--- src/rtl/alarm_pkg.sv ---
// +--------------------------------------------------------------------+
// | alarm_pkg : shared state encoding, time widths and range limits     |
// | Rev 1.0                                                            |
// +--------------------------------------------------------------------+
`default_nettype none

package alarm_pkg;

  localparam int HOUR_W = 5;
  localparam int MIN_W  = 6;
  localparam int SEC_W  = 7;

  localparam logic [HOUR_W-1:0] HOURS_MAX   = 5'd23;
  localparam logic [MIN_W-1:0]  MINUTES_MAX = 6'd59;

  typedef enum logic [1:0] {
    ST_IDLE     = 2'd0,
    ST_ARMED    = 2'd1,
    ST_RINGING  = 2'd2,
    ST_SNOOZING = 2'd3
  } state_e;

endpackage : alarm_pkg

`default_nettype wire

--- src/rtl/time_add_minutes.sv ---
// +--------------------------------------------------------------------+
// | time_add_minutes : combinational hh:mm + offset (< 60 min) w/ wrap  |
// | Rev 1.0                                                            |
// +--------------------------------------------------------------------+
`default_nettype none

module time_add_minutes
  import alarm_pkg::*;
(
  input  logic [HOUR_W-1:0] hours,
  input  logic [MIN_W-1:0]  minutes,
  input  logic [MIN_W-1:0]  offset,
  output logic [HOUR_W-1:0] sum_hours,
  output logic [MIN_W-1:0]  sum_minutes
);

  logic [MIN_W:0] min_sum;
  logic           carry;

  // Offset is below 60, so at most one carry into the hour field.
  always_comb begin
    min_sum     = {1'b0, minutes} + {1'b0, offset};
    carry       = (min_sum > {1'b0, MINUTES_MAX});
    sum_minutes = carry ? 6'(min_sum - 7'd60) : min_sum[MIN_W-1:0];
    if (carry && (hours == HOURS_MAX)) begin
      sum_hours = '0;
    end else begin
      sum_hours = hours + {4'd0, carry};
    end
  end

endmodule : time_add_minutes

`default_nettype wire

--- src/rtl/alarm_unit.sv ---
// +--------------------------------------------------------------------+
// | alarm_unit : programmable alarm with ring timeout; snooze support   |
// | compiled in with ALARM_SNOOZE_EN.                   Rev 1.0         |
// +--------------------------------------------------------------------+
`default_nettype none

module alarm_unit
  import alarm_pkg::*;
#(
  parameter int unsigned RING_SECONDS   = 60,
  parameter int unsigned SNOOZE_MINUTES = 5
) (
  input  logic              clk,
  input  logic              reset,
  input  logic [SEC_W-1:0]  seconds,
  input  logic [MIN_W-1:0]  minutes,
  input  logic [HOUR_W-1:0] hours,
  input  logic              set_valid,
  input  logic [HOUR_W-1:0] set_hours,
  input  logic [MIN_W-1:0]  set_minutes,
  output logic              set_ready,
  output logic              set_err,
  input  logic              arm,
  input  logic              stop,
  input  logic              snooze,
  output logic              ring,
  output logic [HOUR_W-1:0] alarm_hours,
  output logic [MIN_W-1:0]  alarm_minutes
);

  state_e            state_q, state_d;
  logic [HOUR_W-1:0] tgt_hours_q, tgt_hours_d;
  logic [MIN_W-1:0]  tgt_minutes_q, tgt_minutes_d;
  logic [SEC_W-1:0]  seconds_prev_q;
  logic [7:0]        ring_cnt_q, ring_cnt_d;
  logic              ring_q, ring_d;
  logic              set_err_q, set_err_d;

  logic              match, sec_change, write_acc, write_bad, timeout;
  logic              snooze_req;
  logic [HOUR_W-1:0] restore_hours, snz_hours;
  logic [MIN_W-1:0]  restore_minutes, snz_minutes;

  // Edge-qualified: only the cycle in which seconds rolls into 0 can match.
  assign match      = (hours == tgt_hours_q) && (minutes == tgt_minutes_q) &&
                      (seconds == '0) && (seconds_prev_q != '0);
  assign sec_change = (seconds != seconds_prev_q);
  assign set_ready  = (state_q == ST_IDLE) || (state_q == ST_ARMED);
  assign write_acc  = set_valid && set_ready;
  assign write_bad  = (set_hours > HOURS_MAX) || (set_minutes > MINUTES_MAX);
  assign timeout    = (ring_cnt_q == 8'(RING_SECONDS));

`ifdef ALARM_SNOOZE_EN
  logic [HOUR_W-1:0] prog_hours_q, prog_hours_d;
  logic [MIN_W-1:0]  prog_minutes_q, prog_minutes_d;

  time_add_minutes u_snooze_add (
    .hours       (tgt_hours_q),
    .minutes     (tgt_minutes_q),
    .offset      (6'(SNOOZE_MINUTES)),
    .sum_hours   (snz_hours),
    .sum_minutes (snz_minutes)
  );

  assign snooze_req      = snooze;
  assign restore_hours   = prog_hours_q;
  assign restore_minutes = prog_minutes_q;

  // The programmed time survives snoozes so stop can undo them.
  always_comb begin
    prog_hours_d   = prog_hours_q;
    prog_minutes_d = prog_minutes_q;
    if (write_acc && !write_bad) begin
      prog_hours_d   = set_hours;
      prog_minutes_d = set_minutes;
    end
  end

  always_ff @(posedge clk) begin
    if (reset) begin
      prog_hours_q   <= '0;
      prog_minutes_q <= '0;
    end else begin
      prog_hours_q   <= prog_hours_d;
      prog_minutes_q <= prog_minutes_d;
    end
  end
`else
  logic [8:0] unused_cfg;
  assign unused_cfg      = {snooze, 8'(SNOOZE_MINUTES)};
  assign snooze_req      = 1'b0;
  assign snz_hours       = tgt_hours_q;
  assign snz_minutes     = tgt_minutes_q;
  assign restore_hours   = tgt_hours_q;
  assign restore_minutes = tgt_minutes_q;
`endif

  always_comb begin
    state_d       = state_q;
    tgt_hours_d   = tgt_hours_q;
    tgt_minutes_d = tgt_minutes_q;
    ring_cnt_d    = ring_cnt_q;
    set_err_d     = 1'b0;

    if (write_acc) begin
      if (write_bad) begin
        set_err_d = 1'b1;
      end else begin
        tgt_hours_d   = set_hours;
        tgt_minutes_d = set_minutes;
      end
    end

    if (!arm) begin
      state_d = ST_IDLE;
    end else begin
      case (state_q)
        ST_IDLE: state_d = ST_ARMED;
        ST_ARMED, ST_SNOOZING: begin
          if (match) begin
            state_d    = ST_RINGING;
            ring_cnt_d = '0;
          end
        end
        ST_RINGING: begin
          if (sec_change) ring_cnt_d = ring_cnt_q + 8'd1;
          if (stop) begin
            state_d       = ST_ARMED;
            tgt_hours_d   = restore_hours;
            tgt_minutes_d = restore_minutes;
          end else if (snooze_req) begin
            state_d       = ST_SNOOZING;
            tgt_hours_d   = snz_hours;
            tgt_minutes_d = snz_minutes;
          end else if (timeout) begin
            state_d = ST_ARMED;
          end
        end
        default: state_d = ST_IDLE;
      endcase
    end

    ring_d = (state_d == ST_RINGING);
  end

  always_ff @(posedge clk) begin
    seconds_prev_q <= seconds;
    if (reset) begin
      state_q       <= ST_IDLE;
      tgt_hours_q   <= '0;
      tgt_minutes_q <= '0;
      ring_cnt_q    <= '0;
      ring_q        <= 1'b0;
      set_err_q     <= 1'b0;
    end else begin
      state_q       <= state_d;
      tgt_hours_q   <= tgt_hours_d;
      tgt_minutes_q <= tgt_minutes_d;
      ring_cnt_q    <= ring_cnt_d;
      ring_q        <= ring_d;
      set_err_q     <= set_err_d;
    end
  end

  assign ring          = ring_q;
  assign set_err       = set_err_q;
  assign alarm_hours   = tgt_hours_q;
  assign alarm_minutes = tgt_minutes_q;

endmodule : alarm_unit

`default_nettype wire

--- config.mk ---
export PLATFORM = sky130hd
export DESIGN_NAME = alarm_unit
export DESIGN_NICKNAME = d
export VERILOG_FILES = /design/src/rtl/alarm_pkg.sv /design/src/rtl/time_add_minutes.sv /design/src/rtl/alarm_unit.sv
export SDC_FILE = /design/constraint.sdc
export NUM_CORES = 1
export LEC_CHECK = 0
export ABC_AREA = 1
export CAP_MARGIN = 20
export CORE_MARGIN = 5
export CORE_UTILIZATION = 42
export CTS_CLUSTER_SIZE = 10
export DETAILED_ROUTE_END_ITERATION = 16
export PLACE_DENSITY = 0.73
export RECOVER_POWER = 100
export SYNTH_ARGS = -nofsm -noshare
export SYNTH_HDL_FRONTEND = slang
export SYNTH_SLANG_ARGS = --single-unit
--- constraint.sdc ---
create_clock -name clk -period 1.3 [get_ports clk]
set_clock_uncertainty 0.05 [all_clocks]
set_input_delay 0.26 -clock clk [delete_from_list [all_inputs] [get_ports clk]]
set_output_delay 0.26 -clock clk [all_outputs]
set_load 0.01 [all_outputs]
==> results.py, run 1 <==
metrics = {
    "die": {
        "coreArea_um2": 3690,
        "boundaryPins": 49,
        "die_x_um": 71.8,
        "die_h_um": 71.8,
        "num_rows": 22,
        "die_area_um2": 5160,
        "start_util_pct": 43.5,
    },
    "finish": {
        "layout_common_cells": "nand2_1 (67), inv_1 (35), dlygate4sd2_1 (30), nor2_1 (28), buf_4 (19)",
        "mostFrequentLayoutCell": "nand2_1",
        "fin_nets": 372,
        "instances_no_fill": 384,
        "area_delta_synth_final_pct": 59.9,
        "post-route-util_pct": 69.5,
        "antenna_cells": 0,
        "drive_gt1_share_pct": 27.4,
    },
    "place": {
        "port_buffers": 47,
        "gp_congestion": 0.829,
        "dp_hpwl_mm": 3.06,
        "dp_cells": 368,
    },
    "grt": {
        "grt_pass1_vias": 1668,
        "grt-ovfl-total": 0,
        "grt_pass1_wl_mm": 7.22,
        "grt_util_all_layers_pct": 18.1,
        "grt_max_degree": 21,
        "antenna_found_initial": 0,
    },
    "timing": {
        "setup_violations": 18,
        "rsz0062_at_grt": "yes",
        "fin_hold_ws_ns": 0.185,
        "fmax_mhz": 693,
        "max_slew_margin_pct": 75.2,
        "min_period_ns": 1.44,
        "worst_slack_ns": -0.143,
        "slew_viol_final": 0,
        "hold_viol": 0,
        "finalCritPeriodShare_pct": 111,
        "worst_pin_slew_ns": 0.368,
    },
    "detailed_routing": {
        "drt_iter0_drc": 78,
        "drc": 0,
        "wl_mm": 4.57,
        "vias": 1772,
        "vias_per_cell": 4.61,
        "avgRoutedWirePerCell_um": 11.9,
        "drt-pass1-iter-count": 4,
        "postRouteAntennaNets": 0,
    },
    "worst_setup_path": {
        "max_stage_delay_ns": 0.47,
        "cp-end-kind": "flip-flop",
        "path_max_fanout": 5,
        "crit_buf_inv": 1,
        "crit_chain": "clkdlybuf4s50_1 -> nand2_1 -> nand2_1 -> nand3_1 -> nor2_4 -> nand2_4 -> nand2_4 -> nand2_2 -> nand2_1 -> nand2_1 -> nor2_1",
        "crit_path_frequent_cell": "nand2_1",
        "worstPathArrival_ns": 1.62,
        "slowest_stage": "clkdlybuf4s50_1",
        "critPathTopFamily": "simple AND/OR/NAND/NOR gates",
        "rrSetupSlack_ns": -0.14,
        "required_ns": 1.48,
        "start_kind": "input port",
        "crit_type": "in -> reg",
    },
    "pwr": {
        "p_leak_uw": 0.00125,
        "p_per_area_nw_per_um2": 895,
        "peakVddDrop_mv": 0.618,
    },
    "synthesis": {
        "synthFlopType": "dfxtp_1",
        "synth_cell_types": 20,
        "yosys_warnings": 0,
        "ys_seq_area_share_pct": 37.4,
        "synth.avg_cell_area_um2": 6.17,
        "synthArstFlopShare_pct": 0,
        "synth_nets": 297,
        "synth-seq-cells": 30,
        "synth_edf_count": 0,
        "netlist_area_um2": 1600,
        "postSynthCellCount": 260,
    },
    "flow_run": {
        "cap_violations": 0,
    },
    "clock_tree": {
        "numCtsBuffers": 5,
        "cts_sinks": 30,
        "cts-root-buf": "clkbuf_8",
        "cts.hold.buffers_added": 0,
        "path_clk_slew_ns": 0.06,
        "clk_latency_ns": 0.29,
        "clock_path_buffers": 2,
        "htreeDepth": 2,
        "cts_tree": "done",
    },
    "worst_hold_path": {
        "hold_path.class": "in -> reg",
    },
    "outcome": {
        "status": "complete, but fails checks",
        "violations": "negative setup slack",
    },
}
-- area by class of cell --
cell class | count | area, µm²
Fill cell | 325 | 1120
Tap cell | 48 | 60.1
Clock buffer | 7 | 86.3
Multi-Input combinational cell | 179 | 947
Sequential cell | 30 | 621
Clock inverter | 1 | 5.00
Inverter | 47 | 176
Timing Repair Buffer | 72 | 669
-- timing repair --
item | in CTS | in global routing
endpoints found under the hold margin | 0 | 0
pin swaps | 21 | 15
resized for setup | 75 | 20
setup buffers | 1 | 3
gates cloned | 3 | 1
setup endpoints to repair | 36 | 23
-- state kept, by name, summed over array words and instances (netlist names) --
| name | cells |
|---|---|
| ring_cnt_q | 8 |
| seconds_prev_q | 7 |
| ring | 1 |
| alarm_hours | 5 |
| set_err | 1 |
| alarm_minutes | 6 |
| state_q | 2 |
-- worst paths after layout --
check / start / end / cells after the start
worst min-delay path: seconds[1] / seconds_prev_q[1] / 1
worst min register to register: alarm_minutes[3] / alarm_minutes[3] / 2
worst max register to register: alarm_minutes[5] / ring_cnt_q[1] / 12
worst max-delay path: hours[4] / ring_cnt_q[1] / 11
-- layer usage --
layer	global-route usage (%)	share of wire, %	up-vias
met5	0	0	-
met4	6.89	1.7	0
met3	4.77	5.9	7
met2	31.1	49	40
met1	21.5	43	767
li1	-	-	958
-- through the flow --
stage	area, µm²	power (µW)	setup slack [ns]	setup TNS, ns
after floorplan	1620	1240	-0.0133	-0.0133
after global placement	2280	1490	-0.567	-9.42
after detailed placement	2280	1500	-0.611	-9.94
after CTS	2500	2300	-0.147	-0.891
after global routing	2560	2440	-0.263	-2.94
final	2560	2300	-0.143	-1.19
-- report_power, final --
| group | total (µW) | internal [µW] | switching, µW |
|---|---|---|---|
| clock | 785 | 426 | 359 |
| sequential | 1020 | 977 | 40.4 |
| combinational | 494 | 254 | 240 |
| total | 2300 | 1660 | 639 |
-- cell families (layout without fill, tap and decap cells) --
family                   after synthesis  in the layout  share of synthesized area, %
AND/OR/NAND/NOR                      132            134                          33.6
adder cells (fa/ha/maj)                2              2                          1.56
XOR/XNOR                               1              1                         0.546
buffers and inverters                 53            127                          13.6
AO/OA/AOI/OAI                         42             42                          13.3
flip-flops                            30             30                          37.4
-- synth_stat cells (2+ instances only) --
cell      instances  area [µm²]
clkbuf_1          3        11.3
nand4_1           2        12.5
nand3_1          20         100
o21ai_0          18        90.1
ha_1              2        25.0
o21ai_1           3        15.0
dfxtp_1          30         601
a21oi_1          20         100
inv_1            44         165
inv_2             3        11.3
nand2_1          71         267
buf_6             2        22.5
nor2_1           35         131
Power figures use the tool's default switching activity.
==> inputs of run 2 (changes only) <==
Settings changed: CORE_UTILIZATION 42 to 45, DONT_BUFFER_PORTS from default to 1, PLACE_DENSITY 0.73 to 0.59.
==> results.py, run 2 (same netlist as run 1, synthesis figures left out) <==
metrics = {
    "outcome": {
        "status": "complete, but fails checks",
        "violations": "negative setup slack",
    },
    "place": {
        "dp_cells": 338,
        "place_ws_ns": -0.136,
        "port_buffers": 0,
        "dp_hpwl_mm": 2.79,
        "gp_congestion": 0.839,
    },
    "die": {
        "die_area_um2": 4860,
        "coreArea_um2": 3390,
        "boundaryPins": 49,
        "num_rows": 21,
        "start_util_pct": 47.3,
        "die_x_um": 69.7,
        "die_h_um": 69.7,
    },
    "pwr": {
        "peakVddDrop_mv": 0.615,
        "p_comb_share_pct": 18.8,
        "seqPwrFrac_pct": 51.2,
        "clockPowerShare_pct": 30.1,
        "internal_power_uw": 1430,
        "power.share.switching_pct": 28.1,
        "p_per_area_nw_per_um2": 938,
        "p_switching_uw": 559,
        "p_leak_uw": 0.00104,
        "report.power.total_uw": 1990,
    },
    "worst_setup_path": {
        "start_kind": "flip-flop",
        "rrSetupSlack_ns": -0.08,
        "worstPathArrival_ns": 1.58,
        "rr_startpoint": "alarm_minutes[2]",
        "r2r_cells": 11,
        "reg2reg_to": "ring_cnt_q[1]",
        "crit_type": "reg -> reg",
        "required_ns": 1.50,
        "crit_start": "alarm_minutes[2]",
        "cp-end-kind": "flip-flop",
        "path_max_fanout": 5,
    },
    "detailed_routing": {
        "drt_iter0_drc": 127,
        "vias_per_cell": 4.71,
        "vias": 1677,
        "wl_mm": 3.77,
        "avgRoutedWirePerCell_um": 10.6,
        "drt-pass1-iter-count": 4,
        "postRouteAntennaNets": 0,
        "drc": 0,
    },
    "finish": {
        "largest_reg_flops": 8,
        "multi_input_area_um2": 850,
        "fillers": 324,
        "antenna_cells": 0,
        "fin_nets": 346,
        "instances_no_fill": 356,
        "largest-register": "ring_cnt_q",
        "drive_gt1_share_pct": 24.5,
        "final-seq-area_um2": 614,
        "area_delta_synth_final_pct": 31.9,
        "mostFrequentLayoutCell": "nand2_1",
        "layout_common_cells": "nand2_1 (69), inv_1 (40), nor2_1 (30), buf_4 (30)",
    },
    "clock_tree": {
        "clk_latency_ns": 0.34,
        "clock_path_buffers": 2,
        "cts-root-buf": "clkbuf_4",
        "cts_sinks": 30,
        "path_clk_slew_ns": 0.09,
        "htreeDepth": 2,
        "numCtsBuffers": 5,
        "cts_setup_buffers": 0,
        "cts_tree": "done",
    },
    "timing": {
        "tns_ns": -0.359,
        "max_slew_margin_pct": 79.3,
        "hold_viol": 0,
        "finalCritPeriodShare_pct": 106,
        "worst_pin_slew_ns": 0.311,
        "setup_violations": 11,
        "fin_hold_ws_ns": 0.0449,
        "slew_viol_final": 0,
        "fmax_mhz": 725,
        "rsz0062_at_grt": "yes",
        "min_period_ns": 1.38,
        "worst_slack_ns": -0.0793,
    },
    "grt": {
        "grt_pass1_wl_mm": 6.25,
        "met3_usage_pct": 6.23,
        "grt_max_degree": 15,
        "grt_pass1_vias": 1524,
        "grt_use_met2_pct": 23.5,
        "gr-usage-met1_pct": 20.3,
        "grt-ovfl-total": 0,
        "gr-max-usage-layer": "met2",
        "antenna_found_initial": 0,
        "grt_util_all_layers_pct": 16.1,
    },
    "flow_run": {
        "cap_violations": 0,
    },
    "worst_hold_path": {
        "holdPathStages": 2,
        "hold_path.class": "in -> reg",
        "hold_end": "set_err",
        "min_from": "set_hours[4]",
    },
}
[run 2: changes by cell type in the layout (fill, tap and decap cells not counted), sizes merged]
cell | before | now
dlygate4sd2 | 30 | 0
clkdlybuf4s50 | 14 | 0
dlygate4sd3 | 0 | 8
buf | 25 | 32
clkbuf | 8 | 13
dlymetal6s2s | 2 | 0
[run 2: power by group through the flow]
stage               combinational, µW  clock (µW)  sequential [µW]
floorplan                         195           0             1050
global placement                  343           0             1040
detailed placement                347           0             1040
CTS                               379         620             1020
global route                      423         658             1030
finish                            373         597             1020
[run 2: how the worst max path moves through the flow]
stage	endpoint	slack, ns	cells past startpoint
2_1_floorplan	ring_cnt_q[6]	-0.01	12
4_1_cts	ring_cnt_q[6]	-0.07	9
5_1_grt	ring_cnt_q[1]	-0.20	11
3_5_place_dp	ring_cnt_q[1]	-0.14	11
6_report	ring_cnt_q[1]	-0.08	11
3_3_place_gp	ring_cnt_q[1]	-0.12	11
[run 2: per-layer routing]
| metal | up-vias | routed length [µm] |
|---|---|---|
| met1 | 721 | 1750 |
| met2 | 48 | 1580 |
| met3 | 8 | 339 |
| met4 | 0 | 95 |
| met5 | - | 0 |
| li1 | 900 | - |
[run 2: layout make-up]
cell class              count  area share, %
clock inverters             1          0.237
repair buffers             46           16.9
well taps                  46           2.72
inverters                  47           8.34
clock buffers               7           2.60
multi-input cells         179           40.2
flip-flops and latches     30           29.0
[run 2: timing repair]
| item | in CTS | in global routing |
|---|---|---|
| endpoints found under the hold margin | 8 | 0 |
| hold buffers | 8 | 0 |
| pin swaps | 2 | 12 |
| setup endpoints to repair | 10 | 12 |
| cloned | 2 | 0 |
| resized for setup | 11 | 11 |
[run 2: critical path, cell delays in order, from the launching register on]
cell	delay [ns]
dfxtp_2	0.36
inv_2	0.04
nand2_1	0.05
nand2_1	0.05
nor2_1	0.10
nand2_1	0.07
nor2_2	0.16
nand2_4	0.11
nand2_4	0.11
nand2_2	0.07
nor2_2	0.09
nor2_1	0.04
[run 2: through the flow]
stage                     cell area (µm²)  utilization (%)
after floorplan                      1620                -
after global placement               1920             56.7
after detailed placement             1920             56.7
after CTS                            2110             62.2
after global routing                 2120             62.4
final                                2120             62.4
==> inputs of run 3 (changes only) <==
Settings changed: CORE_UTILIZATION 45 to 56, PLACE_DENSITY 0.59 to 0.71.
==> results.py, run 3 (same netlist as run 1, synthesis figures left out) <==
metrics = {
    "grt": {
        "antenna_found_initial": 0,
        "grt_max_degree": 23,
        "grt-ovfl-total": 0,
        "grt_pass1_wl_mm": 6.29,
        "grt_util_all_layers_pct": 19.5,
        "grt_pass1_vias": 1502,
    },
    "finish": {
        "antenna_cells": 0,
        "drive_gt1_share_pct": 26.9,
        "largest_reg_flops": 8,
        "fillers": 232,
        "mostFrequentLayoutCell": "nand2_1",
        "largest-register": "ring_cnt_q",
        "area_delta_synth_final_pct": 31.3,
        "layout_common_cells": "nand2_1 (66), inv_1 (37), nor2_1 (31), buf_4 (29), dfxtp_1 (19)",
        "fin_nets": 341,
    },
    "flow_run": {
        "cap_violations": 0,
    },
    "worst_hold_path": {
        "hold_path.class": "in -> reg",
    },
    "pwr": {
        "peakVddDrop_mv": 0.809,
        "p_leak_uw": 0.00102,
        "p_per_area_nw_per_um2": 948,
        "report.power.total_uw": 2000,
    },
    "clock_tree": {
        "cts-root-buf": "clkbuf_4",
        "numCtsBuffers": 5,
        "cts_sinks": 30,
        "htreeDepth": 2,
        "clk_latency_ns": 0.33,
        "path_clk_slew_ns": 0.09,
        "cts_tree": "done",
        "clock_path_buffers": 2,
    },
    "worst_setup_path": {
        "required_ns": 1.52,
        "worstPathArrival_ns": 1.61,
        "cp-end-kind": "flip-flop",
        "crit_type": "reg -> reg",
        "start_kind": "flip-flop",
        "path_max_fanout": 5,
    },
    "timing": {
        "setup_violations": 11,
        "slew_viol_final": 0,
        "max_slew_margin_pct": 67.3,
        "rsz0062_at_grt": "yes",
        "hold_viol": 0,
        "min_period_ns": 1.39,
        "worst_slack_ns": -0.0883,
        "fmax_mhz": 720,
        "finalCritPeriodShare_pct": 107,
        "worst_pin_slew_ns": 0.491,
        "fin_hold_ws_ns": 0.0571,
    },
    "place": {
        "place_ws_ns": -0.140,
        "port_buffers": 0,
        "dp_hpwl_mm": 2.61,
        "gp_congestion": 0.850,
    },
    "die": {
        "boundaryPins": 49,
        "start_util_pct": 58.2,
        "coreArea_um2": 2760,
        "die_area_um2": 4030,
        "die_x_um": 63.5,
        "die_h_um": 63.5,
        "num_rows": 19,
    },
    "detailed_routing": {
        "drt-pass1-iter-count": 4,
        "drc": 0,
        "avgRoutedWirePerCell_um": 11.7,
        "drt_iter0_drc": 116,
        "vias": 1653,
        "wl_mm": 3.92,
        "postRouteAntennaNets": 0,
        "vias_per_cell": 4.92,
    },
    "outcome": {
        "status": "complete, but fails checks",
        "violations": "negative setup slack",
    },
}
run 3: worst max-delay path, stage by stage (launching register included):
cell and delay, ns:
dfxtp_2 0.35, inv_2 0.04, nand2_1 0.04, nand2_1 0.07, nor2_1 0.12, nand2_1 0.08, nor2_2 0.13, nand2_4 0.11
nand2_4 0.12, nand2_2 0.06, nand2_1 0.05, nand2_1 0.04, nor2_1 0.09
run 3: cell type report:
cell class / instances / area (µm²) / area share, %
clock buffers: 6 / 51.3 / 2.44
well taps: 31 / 38.8 / 1.84
flip-flops and latches: 30 / 614 / 29.2
multi-input cells: 179 / 876 / 41.6
inverters: 47 / 176 / 8.38
repair buffers: 41 / 337 / 16.0
clock inverters: 2 / 12.5 / 0.594
run 3: worst paths after layout:
kind | startpoint | end | slack [ns] | cells after the start
worst max-delay path | alarm_minutes[4] | ring_cnt_q[1] | -0.09 | 12
worst min-delay path | set_hours[4] | set_err | 0.06 | 2
worst max register to register | alarm_minutes[4] | ring_cnt_q[1] | -0.09 | 12
worst min register to register | ring_cnt_q[0] | ring_cnt_q[0] | 0.45 | 2
run 3: stage by stage:
step	instances	setup TNS, ns	area [µm²]	util (%)
floorplan	260	-0.0133	1620	-
finish	336	-0.717	2110	76.4
global route	336	-2.73	2110	76.4
global placement	314	-0.696	1850	67.0
CTS	333	-0.761	2020	73.2
detailed placement	314	-0.823	1850	67.0
run 3: metal layers:
| metal | up-vias | wire length, µm | global-route usage, % | share of wire (%) |
|---|---|---|---|---|
| met5 | - | 0 | 0 | 0 |
| met3 | 4 | 332 | 7.99 | 8.5 |
| met1 | 702 | 1690 | 22.6 | 43 |
| li1 | 895 | - | - | - |
| met4 | 0 | 40 | 8.05 | 1.0 |
| met2 | 52 | 1860 | 31.5 | 48 |
run 3: repair_timing:
action | in CTS | in global routing
hold buffers | 8 | 0
buffers inserted | 1 | 3
endpoints found under the hold margin | 8 | 0
gates cloned | 2 | 0
gates resized for setup | 4 | 26
setup endpoints to repair | 10 | 16
pin swaps | 8 | 15
run 3: power by group:
| part | internal, µW | switching [µW] | leakage (µW) |
|---|---|---|---|
| registers | 977 | 41.6 | 0.000251 |
| logic | 187 | 193 | 0.000735 |
| clock network | 260 | 339 | 0.0000343 |
| total | 1420 | 573 | 0.00102 |
